**src/rtl/pipeline_pkg.sv**
```systemverilog
// Shared constants for the write-back scheduling path.
package pipeline_pkg;
  localparam int REG_ADDR_W = 4;
  localparam int REG_DATA_W = 32;
  localparam int REQ_ALU    = 0;
  localparam int REQ_MEM    = 1;
endpackage

```
**src/rtl/wb_rr_arbiter.sv**
```systemverilog
// Two-way round-robin arbiter for the register file write port.
// The requester that did not win the last accepted handshake wins a tie.
module wb_rr_arbiter
  import pipeline_pkg::*;
(
  input  logic       clk,
  input  logic       rst_n,
  input  logic [1:0] valid,
  input  logic       handshake,
  output logic [1:0] grant
);

  logic last_grant;

  // Grant decision from the current requests and the previous winner.
  always_comb begin
    grant = '0;
    case (valid)
      2'b01:   grant[REQ_ALU] = 1'b1;
      2'b10:   grant[REQ_MEM] = 1'b1;
      2'b11: begin
        if (last_grant == 1'(REQ_MEM)) grant[REQ_ALU] = 1'b1;
        else                           grant[REQ_MEM] = 1'b1;
      end
      default: grant = '0;
    endcase
  end

  // Remember the winner of each accepted handshake; reset favours ALU first.
  always_ff @(posedge clk) begin
    if (!rst_n)         last_grant <= 1'(REQ_MEM);
    else if (handshake) last_grant <= grant[REQ_MEM];
  end

endmodule

```
**src/rtl/regfile_wb_sched.sv**
```systemverilog
// Register file write-port scheduler: round-robin write-back arbitration,
// a registered write stage, and a pending-write scoreboard that stalls decode.
module regfile_wb_sched
  import pipeline_pkg::*;
#(
  parameter int ADDR_W = REG_ADDR_W,
  parameter int DATA_W = REG_DATA_W
) (
  input  logic                 clk,
  input  logic                 rst_n,
  input  logic                 id_valid,
  input  logic                 id_wr,
  input  logic [ADDR_W-1:0]    id_rs,
  input  logic [ADDR_W-1:0]    id_rt,
  input  logic [ADDR_W-1:0]    id_rd,
  output logic                 id_stall,
  input  logic                 wb0_valid,
  input  logic [ADDR_W-1:0]    wb0_rd,
  input  logic [DATA_W-1:0]    wb0_data,
  output logic                 wb0_ready,
  input  logic                 wb1_valid,
  input  logic [ADDR_W-1:0]    wb1_rd,
  input  logic [DATA_W-1:0]    wb1_data,
  output logic                 wb1_ready,
  output logic                 rf_write,
  output logic [ADDR_W-1:0]    rf_rd,
  output logic [DATA_W-1:0]    rf_wdata,
  output logic [2**ADDR_W-1:0] pending,
  output logic                 sb_err
);

  localparam int NREG = 2**ADDR_W;

  logic [1:0]        grant;
  logic              hs_p0;
  logic [ADDR_W-1:0] sel_rd_p0;
  logic [DATA_W-1:0] sel_data_p0;
  logic              vld_p1;
  logic [ADDR_W-1:0] rd_p1;
  logic [DATA_W-1:0] data_p1;
  logic [NREG-1:0]   pend_q;
  logic              err_q;
  logic              issue_set;

  wb_rr_arbiter u_arb (
    .clk       (clk),
    .rst_n     (rst_n),
    .valid     ({wb1_valid, wb0_valid}),
    .handshake (hs_p0),
    .grant     (grant)
  );

  assign wb0_ready = grant[REQ_ALU];
  assign wb1_ready = grant[REQ_MEM];

  // Stage p0: select the granted request; a grant implies a valid request.
  always_comb begin
    hs_p0       = |grant;
    sel_rd_p0   = wb0_rd;
    sel_data_p0 = wb0_data;
    if (grant[REQ_MEM]) begin
      sel_rd_p0   = wb1_rd;
      sel_data_p0 = wb1_data;
    end
  end

  // Hazard check uses only registered pending bits; there is no bypass.
  always_comb begin
    id_stall  = id_valid & (pend_q[id_rs] | pend_q[id_rt] | (id_wr & pend_q[id_rd]));
    issue_set = id_valid & id_wr & ~id_stall;
  end

  // Stage p1: write port register; it always drains, so there is no back-pressure.
  always_ff @(posedge clk) begin
    if (!rst_n) begin
      vld_p1  <= 1'b0;
      rd_p1   <= '0;
      data_p1 <= '0;
    end else begin
      vld_p1 <= hs_p0;
      if (hs_p0) begin
        rd_p1   <= sel_rd_p0;
        data_p1 <= sel_data_p0;
      end
    end
  end

  // Scoreboard: clear on commit, then set on issue so a newer write stays pending.
  always_ff @(posedge clk) begin
    if (!rst_n) begin
      pend_q <= '0;
    end else begin
      logic [NREG-1:0] nxt;
      nxt = pend_q;
      if (vld_p1)    nxt[rd_p1] = 1'b0;
      if (issue_set) nxt[id_rd] = 1'b1;
      pend_q <= nxt;
    end
  end

  // Sticky error when a write-back targets a register with no write in flight.
  always_ff @(posedge clk) begin
    if (!rst_n)                          err_q <= 1'b0;
    else if (hs_p0 && !pend_q[sel_rd_p0]) err_q <= 1'b1;
  end

  assign rf_write = vld_p1;
  assign rf_rd    = rd_p1;
  assign rf_wdata = data_p1;
  assign pending  = pend_q;
  assign sb_err   = err_q;

endmodule

```
**config.mk**
```make
export PLATFORM = sky130hd
export DESIGN_NAME = regfile_wb_sched
export DESIGN_NICKNAME = d
export VERILOG_FILES = /design/src/rtl/pipeline_pkg.sv /design/src/rtl/wb_rr_arbiter.sv /design/src/rtl/regfile_wb_sched.sv
export SDC_FILE = /design/constraint.sdc
export NUM_CORES = 1
export LEC_CHECK = 0
export ABC_AREA = 1
export BUFFER_PORTS_ARGS = -buffer_cell sky130_fd_sc_hd__buf_2
export CAP_MARGIN = 20
export CELL_PAD_IN_SITES_DETAIL_PLACEMENT = 2
export CELL_PAD_IN_SITES_GLOBAL_PLACEMENT = 2
export CORE_MARGIN = 5
export CORE_UTILIZATION = 25
export DETAILED_ROUTE_END_ITERATION = 10
export GPL_TIMING_DRIVEN = 0
export PLACE_DENSITY_LB_ADDON = 0.1
export SLEW_MARGIN = 20
export SYNTH_ARGS = -nofsm -noshare
export SYNTH_HDL_FRONTEND = slang
export SYNTH_SLANG_ARGS = --single-unit
```
**constraint.sdc**
```tcl
create_clock -name clk -period 6 [get_ports clk]
set_input_delay 1.5 -clock clk [delete_from_list [all_inputs] [get_ports clk]]
set_output_delay 1.5 -clock clk [all_outputs]
set_load 0.05 [all_outputs]
```
After elaboration in Yosys (flattened, before gate mapping)
Cells that the tools add are included.
Widths: inputs -> output; s select.
{"block": "word_totals", "register_bits": 55, "output_inout_bits": 57, "word_cells": 52}
{"block": "classes", "order_cmp": 7, "n_eq_ne": 3, "muxes": 21, "bitwise_logic": 10, "reduce_logical": 5}
{"operator": "$mux 16", "n": 3}
{"operator": "$mux 32", "n": 1}
{"operator": "$lt 4x5->1 const B", "n": 5}
{"operator": "$and 16x16->16", "n": 1}
{"operator": "$bmux 1 s4", "n": 4}
{"operator": "$not 16->16", "n": 1}
{"operator": "$or 16x16->16", "n": 1}
{"operator": "$demux 1 s4", "n": 2}
{"operator": "$ge 4x1->1 const B", "n": 2}
{"operator": "$mux 1", "n": 8}
{"operator": "$and 1x1->1", "n": 4}
{"operator": "$eq 2x2->1 const B", "n": 2}
{"operator": "$mux 4", "n": 1}
{"operator": "$pmux 1 s2", "n": 2}
{"operator": "$logic_and 1x1->1", "n": 3}
{"operator": "$eq 2x1->1 const B", "n": 1}
{"operator": "$or 1x1->1", "n": 2}
{"operator": "$reduce_or 2->1", "n": 1}
{"operator": "$logic_not 1->1", "n": 1}
{"operator": "$not 1->1", "n": 1}

Depth between registers and ports, before layout
Gate-level depths: netlist of run 1.
{"block": "depth", "depth_word": 10, "depth_mapped": 12, "depth_no_buf": 11}

Cells and area by module
From an unflattened synthesis of run 1, not the netlist that was laid out.
{"block": "hier_totals", "hier_cells": 549, "hier_area_um2": 3310.7}
{"module": "regfile_wb_sched", "instances": 1, "cells_per_inst": 540, "area_per_inst_um2": 3245.6, "seq_area_each_um2": 1081.0}
{"module": "wb_rr_arbiter", "instances": 1, "cells_per_inst": 9, "area_per_inst_um2": 65.1, "seq_area_each_um2": 20.0}

Worst setup path after synthesis of run 1
Ideal clock, no wire load.
{"block": "synth_timing", "path_kind": "input-to-output", "start": "in id_rs[0]", "end": "out id_stall", "t_arrival_ns": 3.422, "required_ns": 4.500, "path_slack_ns": 1.078, "cell_stages": 10, "path_buffers": 2, "cell_sequence": "buf_2 inv_2 nand2_1 nand3_1 nand3_1 nand3b_1 nand2_1 nor2_4 buf_6 a21boi_0"}
{"block": "synth_via", "elab_chain_len": 5}
{"item": "from (decl)", "line": "regfile_wb_sched.sv:13", "rtl": "input logic [ADDR_W-1:0] id_rs,"}
{"item": "$bmux 1 s4", "line": "regfile_wb_sched.sv:69", "rtl": "id_stall = id_valid & (pend_q[id_rs] | pend_q[id_rt] | (id_wr & pend_q[id_rd]));"}
{"item": "$mux 1 (implied by the code)", "line": "regfile_wb_sched.sv:69"}
{"item": "$or 1x1->1 (2 in a row)", "line": "regfile_wb_sched.sv:69"}
{"item": "$and 1x1->1", "line": "regfile_wb_sched.sv:69"}
{"item": "to (decl)", "line": "regfile_wb_sched.sv:16", "rtl": "output logic id_stall,"}
No other way between the ends. The select of a mux whose other input is x is not followed.

Worst setup path after layout of run 1
{"block": "layout_timing", "start": "in id_rt[0]", "end": "out id_stall"}
{"block": "layout_via", "elab_chain_len": 5}
{"item": "from (decl)", "line": "regfile_wb_sched.sv:14", "rtl": "input logic [ADDR_W-1:0] id_rt,"}
{"item": "$bmux 1 s4", "line": "regfile_wb_sched.sv:69"}
{"item": "$mux 1 (implied by the code)", "line": "regfile_wb_sched.sv:69"}
{"item": "$or 1x1->1 (2 in a row)", "line": "regfile_wb_sched.sv:69"}
{"item": "$and 1x1->1", "line": "regfile_wb_sched.sv:69"}
No other way between the ends. The select of a mux whose other input is x is not followed.

==> flow_summary.rst, run 1 <==
.. list-table::
   :header-rows: 1

   * - Metric
     - Value
   * - Total of endpoints with negative setup slack in the final report
     - 0
   * - Synthesized flop and latch total
     - 55
   * - # nets final
     - 734
   * - Worst slew pin tran
     - 496 ps
   * - Max Transition Viols Final
     - 0
   * - Max IR drop VDD
     - 119 uV
   * - Clock latency on the worst-skew pair
     - 300 ps
   * - Final hold violation count
     - 0
   * - Distinct cell type count after synthesis
     - 25
   * - Chip width
     - 122 um
   * - Root buffer cell
     - clkbuf_16
   * - Area of the placeable core
     - 12,200 um2
   * - Area share of the leading cell type in the synthesized netlist
     - 35.2%
   * - Number of maximum-capacitance constraint violations
     - 0
   * - Final antenna diode count
     - 0
   * - Via count
     - 3,945
   * - Number of cell rows
     - 40
   * - Cts hold-fix bufs
     - 0
   * - Drt drc
     - 0
   * - Clock tree from TritonCTS
     - built
   * - Mapped Nets
     - 584
   * - Drt wl/cell
     - 17.4 um
   * - Worst Path Class, Setup
     - input port to primary output
   * - Share of post-route cells with drive strength above 1
     - 27.0%
   * - Routed wire length
     - 14.1 mm
   * - TNS Setup
     - 0 ps
   * - Largest net degree at the start of global routing
     - 16
   * - Time the worst path needs with I/O delays and setup
     - 4440 ps
   * - Rel. slew slack
     - 66.9%
   * - Achievable Freq
     - 225 MHz
   * - Pre-CTS setup slack
     - 1540 ps
   * - Area Overhead vs Synth
     - 34.6%
   * - Detailed placement HPWL
     - 11.6 mm
   * - Remaining antenna violation count after routing
     - 0
   * - Count of yosys warnings during synthesis
     - 0
   * - Starting Density
     - 25.8%
   * - Min-Delay Path Class
     - flip-flop to flip-flop
   * - Pwr/cell area
     - 239 nW/um2
   * - Antenna violations before repair
     - 1
   * - Status
     - complete, no violations
   * - Required time of the critical path
     - 4500 ps
   * - Gate count of the mapped netlist
     - 494
   * - Total congestion overflow after global routing
     - 0
   * - Compound-gate portion of the synthesized area
     - 21.2%
   * - Setup Buffers After CTS
     - 0
   * - Share of synthesized area spent on multiplexers
     - 0%
   * - Count of placed standard cells including taps
     - 805
   * - Iteration count of the initial detailed-routing pass
     - 4
   * - Avg Synthesized Cell Area
     - 6.34 um2
   * - Area share of and/or/nand/nor cells after synthesis
     - 33.6%
   * - TritonCTS sink count
     - 55
   * - Portion of the post-synthesis area used by sequential elements
     - 35.2%
   * - Power Total
     - 0.00101 W
   * - Via count of the first global-routing pass
     - 4,451
   * - Deepest clock path buffer count
     - 2
   * - Fin cells
     - 813
   * - Height of the die
     - 122 um
   * - Fin crit share
     - 74.0%
   * - GRT Util Overall
     - 19.3%
   * - First-pass GRT wire length
     - 23.0 mm
   * - CP endpoint kind
     - primary output
   * - Routability congestion estimate from global placement
     - 0.800
   * - Arithmetic-cell share of the synthesized area counting full adders, half adders and majority gates
     - 0%
   * - Resized cells post-CTS
     - 0
   * - Unrepaired setup endpoints after global routing
     - false
   * - Maximum fanout along the worst path
     - 10
   * - Worst Slack Setup Final
     - 1560 ps
   * - Data arrival time of the critical path
     - 2940 ps
   * - Number of DRC violations after detailed-routing iteration 0
     - 121
   * - Largest family of logic cells by synthesized area
     - simple AND/OR/NAND/NOR gates
   * - Num ports
     - 147
   * - # H-tree levels
     - 2
   * - Parity-gate share of the synthesized area counting xor and xnor cells
     - 0%
   * - Synth top area cells
     - dfxtp_1, nand2_1, o21ai_0
   * - Nature of the critical path startpoint
     - input port
   * - Number of fill cells in the layout
     - 1,542
   * - I/O Buffers
     - 143
   * - Post-synth design cell area
     - 3130 um2
   * - Total die area
     - 14,900 um2
   * - Largest area contributor in the netlist
     - dfxtp_1
   * - Cts bufs inserted
     - 5
   * - Post-Route Skew
     - 6.42 ps
   * - Routed vias/inst
     - 4.85
   * - Clk pin slew, worst setup/hold paths
     - 70 ps
   * - LEAKAGE
     - 2.08 nW
## report_power, final
part	switching, W	internal [W]	total [W]
Sequential	0.0000176	0.000390	0.000407
Combinational	0.000207	0.0000803	0.000287
Clock	0.000135	0.000178	0.000313
## cell type report
class	instances	area [um2]	area share [%]
Sequential cell	55	1100	26.1
Multi-Input combinational cell	367	1720	40.8
Timing Repair Buffer	143	716	17.0
Buffer	26	140	3.33
Tap cell	168	210	4.99
Inverter	46	173	4.10
Clock buffer	8	156	3.71
## per-stage QoR
step	utilization, %	area, um2	hold slack, ps
6_report	34.7	4210	451
5_1_grt	34.7	4210	479
2_1_floorplan	-	3130	447
4_1_cts	34.7	4210	458
3_3_place_gp	33.4	4060	440
3_5_place_dp	33.4	4060	444
## cells in the final DEF, fill, tap and decap left out, types with 5 or more instances in the layout
cell | Yosys | routed
a21oi_1 | 20 | 20
a31oi_1 | 32 | 32
buf_2 | 4 | 147
clkbuf_1 | 16 | 17
clkbuf_16 | 0 | 5
dfxtp_1 | 55 | 55
inv_1 | 40 | 40
inv_2 | 5 | 5
nand2_1 | 163 | 163
nand3_1 | 38 | 38
nand4_1 | 16 | 16
nor2_1 | 25 | 25
o211ai_1 | 5 | 5
o21ai_0 | 51 | 51
## final timing paths
path	startpoint	end	slack, ps	depth (start not counted)
max	id_rt[0]	id_stall	1560	11
min reg2reg	sb_err	sb_err	450	2
min	sb_err	sb_err	450	2
max reg2reg	pending[12]	pending[10]	4210	10
## worst max-delay path, cell delays in order
cell,delay (ps)
buf_2,150
inv_2,140
nand2_1,70
nand3_1,80
nand3_1,80
nand3b_1,90
nand2_1,120
nor2_4,250
buf_6,170
a21boi_0,80
buf_2,210
## flip-flops by register name (all words and copies together), names as in the netlist
name	count
sb_err	1
u_arb.last_grant	1
rf_write	1
rf_rd	4
rf_wdata	32
pending	16
## per-layer routing
metal / wire, um / part of all wire, % / GRT usage [%]
met5: 13 / 0.092 / 0
met3: 1070 / 7.6 / 6.59
met2: 6890 / 49 / 34.1
met4: 149 / 1.1 / 3.36
met1: 6010 / 43 / 22.9
## cell families (layout without fill, tap and decap cells)
group           after synthesis  after routing
simple gates                250            250
compound gates              117            117
buf+inv                      72            223
flops                        55             55
## synthesized netlist by cell type (all sizes together)
master	n
buf	10
nand3b	2
inv	45
clkinv	1
nand2	167
a21oi	20
a21boi	1
o21ai	57
o31ai	2
a31oi	32
or2	1
dfxtp	55
nor2	26
clkbuf	16
nand4	16
o211ai	5
nand3	38
No activity file was read; power rests on OpenSTA's default activity.
==> run 2, diff against run 1 <==
--- a/config.mk
+++ b/config.mk
@@ -5,13 +5,13 @@
 export SDC_FILE = /design/constraint.sdc
 export NUM_CORES = 1
 export LEC_CHECK = 0
-export ABC_AREA = 1
+export ABC_AREA = 0
 export BUFFER_PORTS_ARGS = -buffer_cell sky130_fd_sc_hd__buf_2
 export CAP_MARGIN = 20
 export CELL_PAD_IN_SITES_DETAIL_PLACEMENT = 2
 export CELL_PAD_IN_SITES_GLOBAL_PLACEMENT = 2
 export CORE_MARGIN = 5
-export CORE_UTILIZATION = 25
+export CORE_UTILIZATION = 27
 export DETAILED_ROUTE_END_ITERATION = 10
 export GPL_TIMING_DRIVEN = 0
 export PLACE_DENSITY_LB_ADDON = 0.1
==> constraint.sdc (replaced) <==
create_clock -name clk -period 4.2 [get_ports clk]
set_input_delay 1.05 -clock clk [delete_from_list [all_inputs] [get_ports clk]]
set_output_delay 1.05 -clock clk [all_outputs]
set_load 0.05 [all_outputs]
==> run 2 against run 1 <==
Sequential power grew 43%. Synthesized area shrank 3.2%. Clock power grew 42%. Largest cell class unchanged. Power grew 39%. Largest power group unchanged. Critical path depth shrank 4. Setup slack lost 1300 ps. First-iteration DRC count shrank 9.9%. Critical path type unchanged. Count of clock-buffer cells in the layout shrank 1. Non-clock buffer count shrank 5.
==> flow_summary.rst, run 2 <==
.. list-table::
   :header-rows: 1

   * - Metric
     - Value
   * - Status
     - complete, no violations
   * - Critical R2R Launch
     - pending[13]
   * - Commonest cells after routing, fill and taps aside
     - buf_2, dfxtp_1, mux2i_1
   * - Final hold violation count
     - 0 (unchanged)
   * - Routed vias/inst
     - 5.17 (+6.6%)
   * - Drt drc
     - 0 (unchanged)
   * - Max incr delay on CP
     - 440 ps (+190 ps)
   * - Routability congestion estimate from global placement
     - 0.753 (-5.9%)
   * - TNS Setup
     - 0 ps (unchanged)
   * - Largest register FFs
     - 32 (unchanged)
   * - Share of synthesized area spent on multiplexers
     - 25.5% (+25 points)
   * - Max stage delay cell, worst path
     - buf_1
   * - Pwr/cell area
     - 342 nW/um2 (+43%)
   * - Cts hold-fix bufs
     - 0 (unchanged)
   * - Multi-input combinational cell area
     - 1830 um2 (+6.3%)
   * - Post-Route Skew
     - 7.93 ps (+1.52 ps)
   * - Area Overhead vs Synth
     - 34.9%
   * - Largest area contributor in the netlist
     - dfxtp_1
   * - # H-tree levels
     - 2 (unchanged)
   * - Antenna violations before repair
     - 2 (+1)
   * - Final antenna diode count
     - 0 (unchanged)
   * - Number of maximum-capacitance constraint violations
     - 0 (unchanged)
   * - Share of post-route cells with drive strength above 1
     - 39.0% (+12 points)
   * - Root buffer cell
     - clkbuf_16
   * - Height of the die
     - 116 um (-4.9%)
   * - Compound-gate portion of the synthesized area
     - 22.6% (+1.4 points)
   * - Total die area
     - 13,400 um2 (-9.6%)
   * - Bufs and invs on worst path
     - 5 (+1)
   * - Min-Delay Path Class
     - flip-flop to flip-flop
   * - Worst path top cell family by delay
     - buffers and inverters
   * - Unrepaired setup endpoints after global routing
     - false
   * - Remaining antenna violation count after routing
     - 0 (unchanged)
   * - Via count
     - 3,047 (-23%)
   * - Max Transition Viols Final
     - 0 (unchanged)
   * - Via count of the first global-routing pass
     - 3,402 (-24%)
   * - Iteration count of the initial detailed-routing pass
     - 4 (unchanged)
   * - First-pass GRT wire length
     - 17.9 mm (-22%)
   * - Portion of the post-synthesis area used by sequential elements
     - 36.3% (+1.2 points)
   * - Area of the placeable core
     - 10,900 um2 (-10%)
   * - Achievable Freq
     - 254 MHz
   * - Avg Synthesized Cell Area
     - 10.2 um2 (+61%)
   * - Synthesized flop and latch total
     - 55 (unchanged)
   * - Clock latency on the worst-skew pair
     - 290 ps (about the same)
   * - Area share of the leading cell type in the synthesized netlist
     - 36.3% (+1.2 points)
   * - Required time of the critical path
     - 3150 ps (-1350 ps)
   * - Cts bufs inserted
     - 5 (unchanged)
   * - Clk pin slew, worst setup/hold paths
     - 70 ps (about the same)
   * - Most prevalent standard cell on the critical path
     - buf_2
   * - I/O Buffers
     - 144 (+0.70%)
   * - Fin crit share
     - 93.9%
   * - LEAKAGE
     - 2.19 nW (+5.1%)
   * - Largest net degree at the start of global routing
     - 17 (+1)
   * - Rel. slew slack
     - 40.5% (-26 points)
   * - Cell chain of the critical path
     - buf_2 -> a21bo_2 -> buf_2 -> buf_1 -> clkbuf_2 -> and2_1 -> buf_2
   * - Starting Density
     - 27.7% (+2.0 points)
   * - Post-synth design cell area
     - 3030 um2 (-3.2%)
   * - Cell types with the highest counts after synthesis
     - dfxtp_1, mux2i_1, nand2_1
   * - Worst Path Class, Setup
     - input port to primary output
   * - Data arrival time of the critical path
     - 2890 ps (-50 ps)
   * - Number of enable-type register cells in the synthesized netlist
     - 0 (unchanged)
   * - Arithmetic-cell share of the synthesized area counting full adders, half adders and majority gates
     - 0% (unchanged)
   * - Nature of the critical path startpoint
     - input port
   * - Commonest non-fill, non-tap cell in the layout
     - buf_2
   * - Hold path start
     - sb_err
   * - Number of fill cells in the layout
     - 1,258 (-18%)
   * - Total of endpoints with negative setup slack in the final report
     - 0 (unchanged)
   * - Num ports
     - 147 (unchanged)
   * - Number of DRC violations after detailed-routing iteration 0
     - 109 (-9.9%)
   * - Timing startpoint of the critical path
     - wb0_valid
   * - Total congestion overflow after global routing
     - 0 (unchanged)
   * - Power Total
     - 0.00140 W (+39%)
   * - Most used flip-flop cell after synthesis
     - dfxtp_1
   * - Area share of and/or/nand/nor cells after synthesis
     - 12.2% (-21 points)
   * - Fraction of registers with async set or reset after synthesis
     - 0% (unchanged)
   * - Gate count of the mapped netlist
     - 297 (-40%)
   * - Detailed placement HPWL
     - 9.12 mm (-21%)
   * - Distinct cell type count after synthesis
     - 43 (+72%)
   * - Count of yosys warnings during synthesis
     - 0 (unchanged)
   * - Drt wl/cell
     - 19.4 um (+12%)
   * - GRT Util Overall
     - 16.9% (-2.4 points)
   * - Max IR drop VDD
     - 204 uV (+72%)
   * - Clock tree from TritonCTS
     - built
   * - Worst slew pin tran
     - 875 ps (+379 ps)
   * - Area occupied by registers
     - 1100 um2 (unchanged)
   * - TritonCTS sink count
     - 55 (unchanged)
   * - Mapped Nets
     - 387 (-34%)
   * - CP endpoint kind
     - primary output
   * - Chip width
     - 116 um (-4.9%)
   * - Leading cell type by number of instances after synthesis
     - dfxtp_1
   * - Maximum fanout along the worst path
     - 10 (unchanged)
   * - Largest family of logic cells by synthesized area
     - multiplexers
   * - Parity-gate share of the synthesized area counting xor and xnor cells
     - 0% (unchanged)
   * - Number of cell rows
     - 38 (-5.0%)
   * - Synth top area cells
     - dfxtp_1, mux2i_1, o211a_1
   * - Routed wire length
     - 11.4 mm (-19%)
   * - # nets final
     - 538 (-27%)
   * - Deepest clock path buffer count
     - 2 (unchanged)
   * - Time the worst path needs with I/O delays and setup
     - 3940 ps
-- run 2: cell count changes after synthesis, moves of 31 or more --
cell     delta
o21ai_0    -50
nand2_1   -119
mux2i_1    +45
o211a_1    +36
inv_1      -36
nand3_1    -34
a31oi_1    -31
-- run 2: kinds of logic after synthesis --
family	Yosys count
flip-flops	55
multiplexers	60
AO/OA/AOI/OAI	83
buffers and inverters	25
AND/OR/NAND/NOR	74
-- run 2: stage by stage --
step | cell area [um2] | utilization, % | cells | worst slack, ps | hold slack [ps]
after floorplan | 3030 | - | 297 | 544 | 478
after global placement | 3930 | 35.9 | 581 | 103 | 462
after detailed placement | 3930 | 35.9 | 581 | 43.2 | 477
after CTS | 4090 | 37.4 | 589 | 43.8 | 494
after global routing | 4090 | 37.4 | 589 | 82.8 | 509
final | 4090 | 37.4 | 589 | 255 | 482
-- run 2: layer usage --
metal  track usage [%]  up-vias  wire (um)
li1                  -     1442          -
met1              19.5     1504       4630
met2              30.4       87       5770
met3              6.21       10        939
met4              2.78        4         68
met5                 0        -         32
-- run 2: worst register-to-register path, cell delays in order (launching register included) --
cell     delay, ps
dfxtp_1        370
mux4_1         550
mux2_2         290
a32oi_1        230
o21ai_2        140
or4_4          560
o21ai_1        160
-- run 2: layout make-up --
| class | count | share of cell area, % |
|---|---|---|
| repair buffers | 144 | 17.6 |
| plain buffers | 20 | 2.11 |
| flip-flops and latches | 55 | 26.9 |
| clock inverters | 1 | 0.184 |
| multi-input cells | 217 | 44.7 |
| clock buffers | 7 | 3.73 |
| inverters | 5 | 0.459 |
| well taps | 140 | 4.29 |
-- run 2: worst paths after layout --
check	slack, ps	depth (start not counted)	to
worst min-delay path	480	1	sb_err
worst max register to register	1850	6	pending[3]
worst min register to register	480	1	sb_err
worst max-delay path	260	7	wb0_ready
-- run 2: report_power, final --
| group | internal, W | total [W] | switching, W |
|---|---|---|---|
| Combinational | 0.000125 | 0.000374 | 0.000249 |
| Clock | 0.000254 | 0.000443 | 0.000189 |
| Sequential | 0.000556 | 0.000580 | 0.0000242 |
| Total | 0.000935 | 0.00140 | 0.000462 |
-- run 2: repair_timing --
action,in CTS,in global routing
setup buffers,0,0
resized for setup,0,2
setup endpoints to repair,0,1
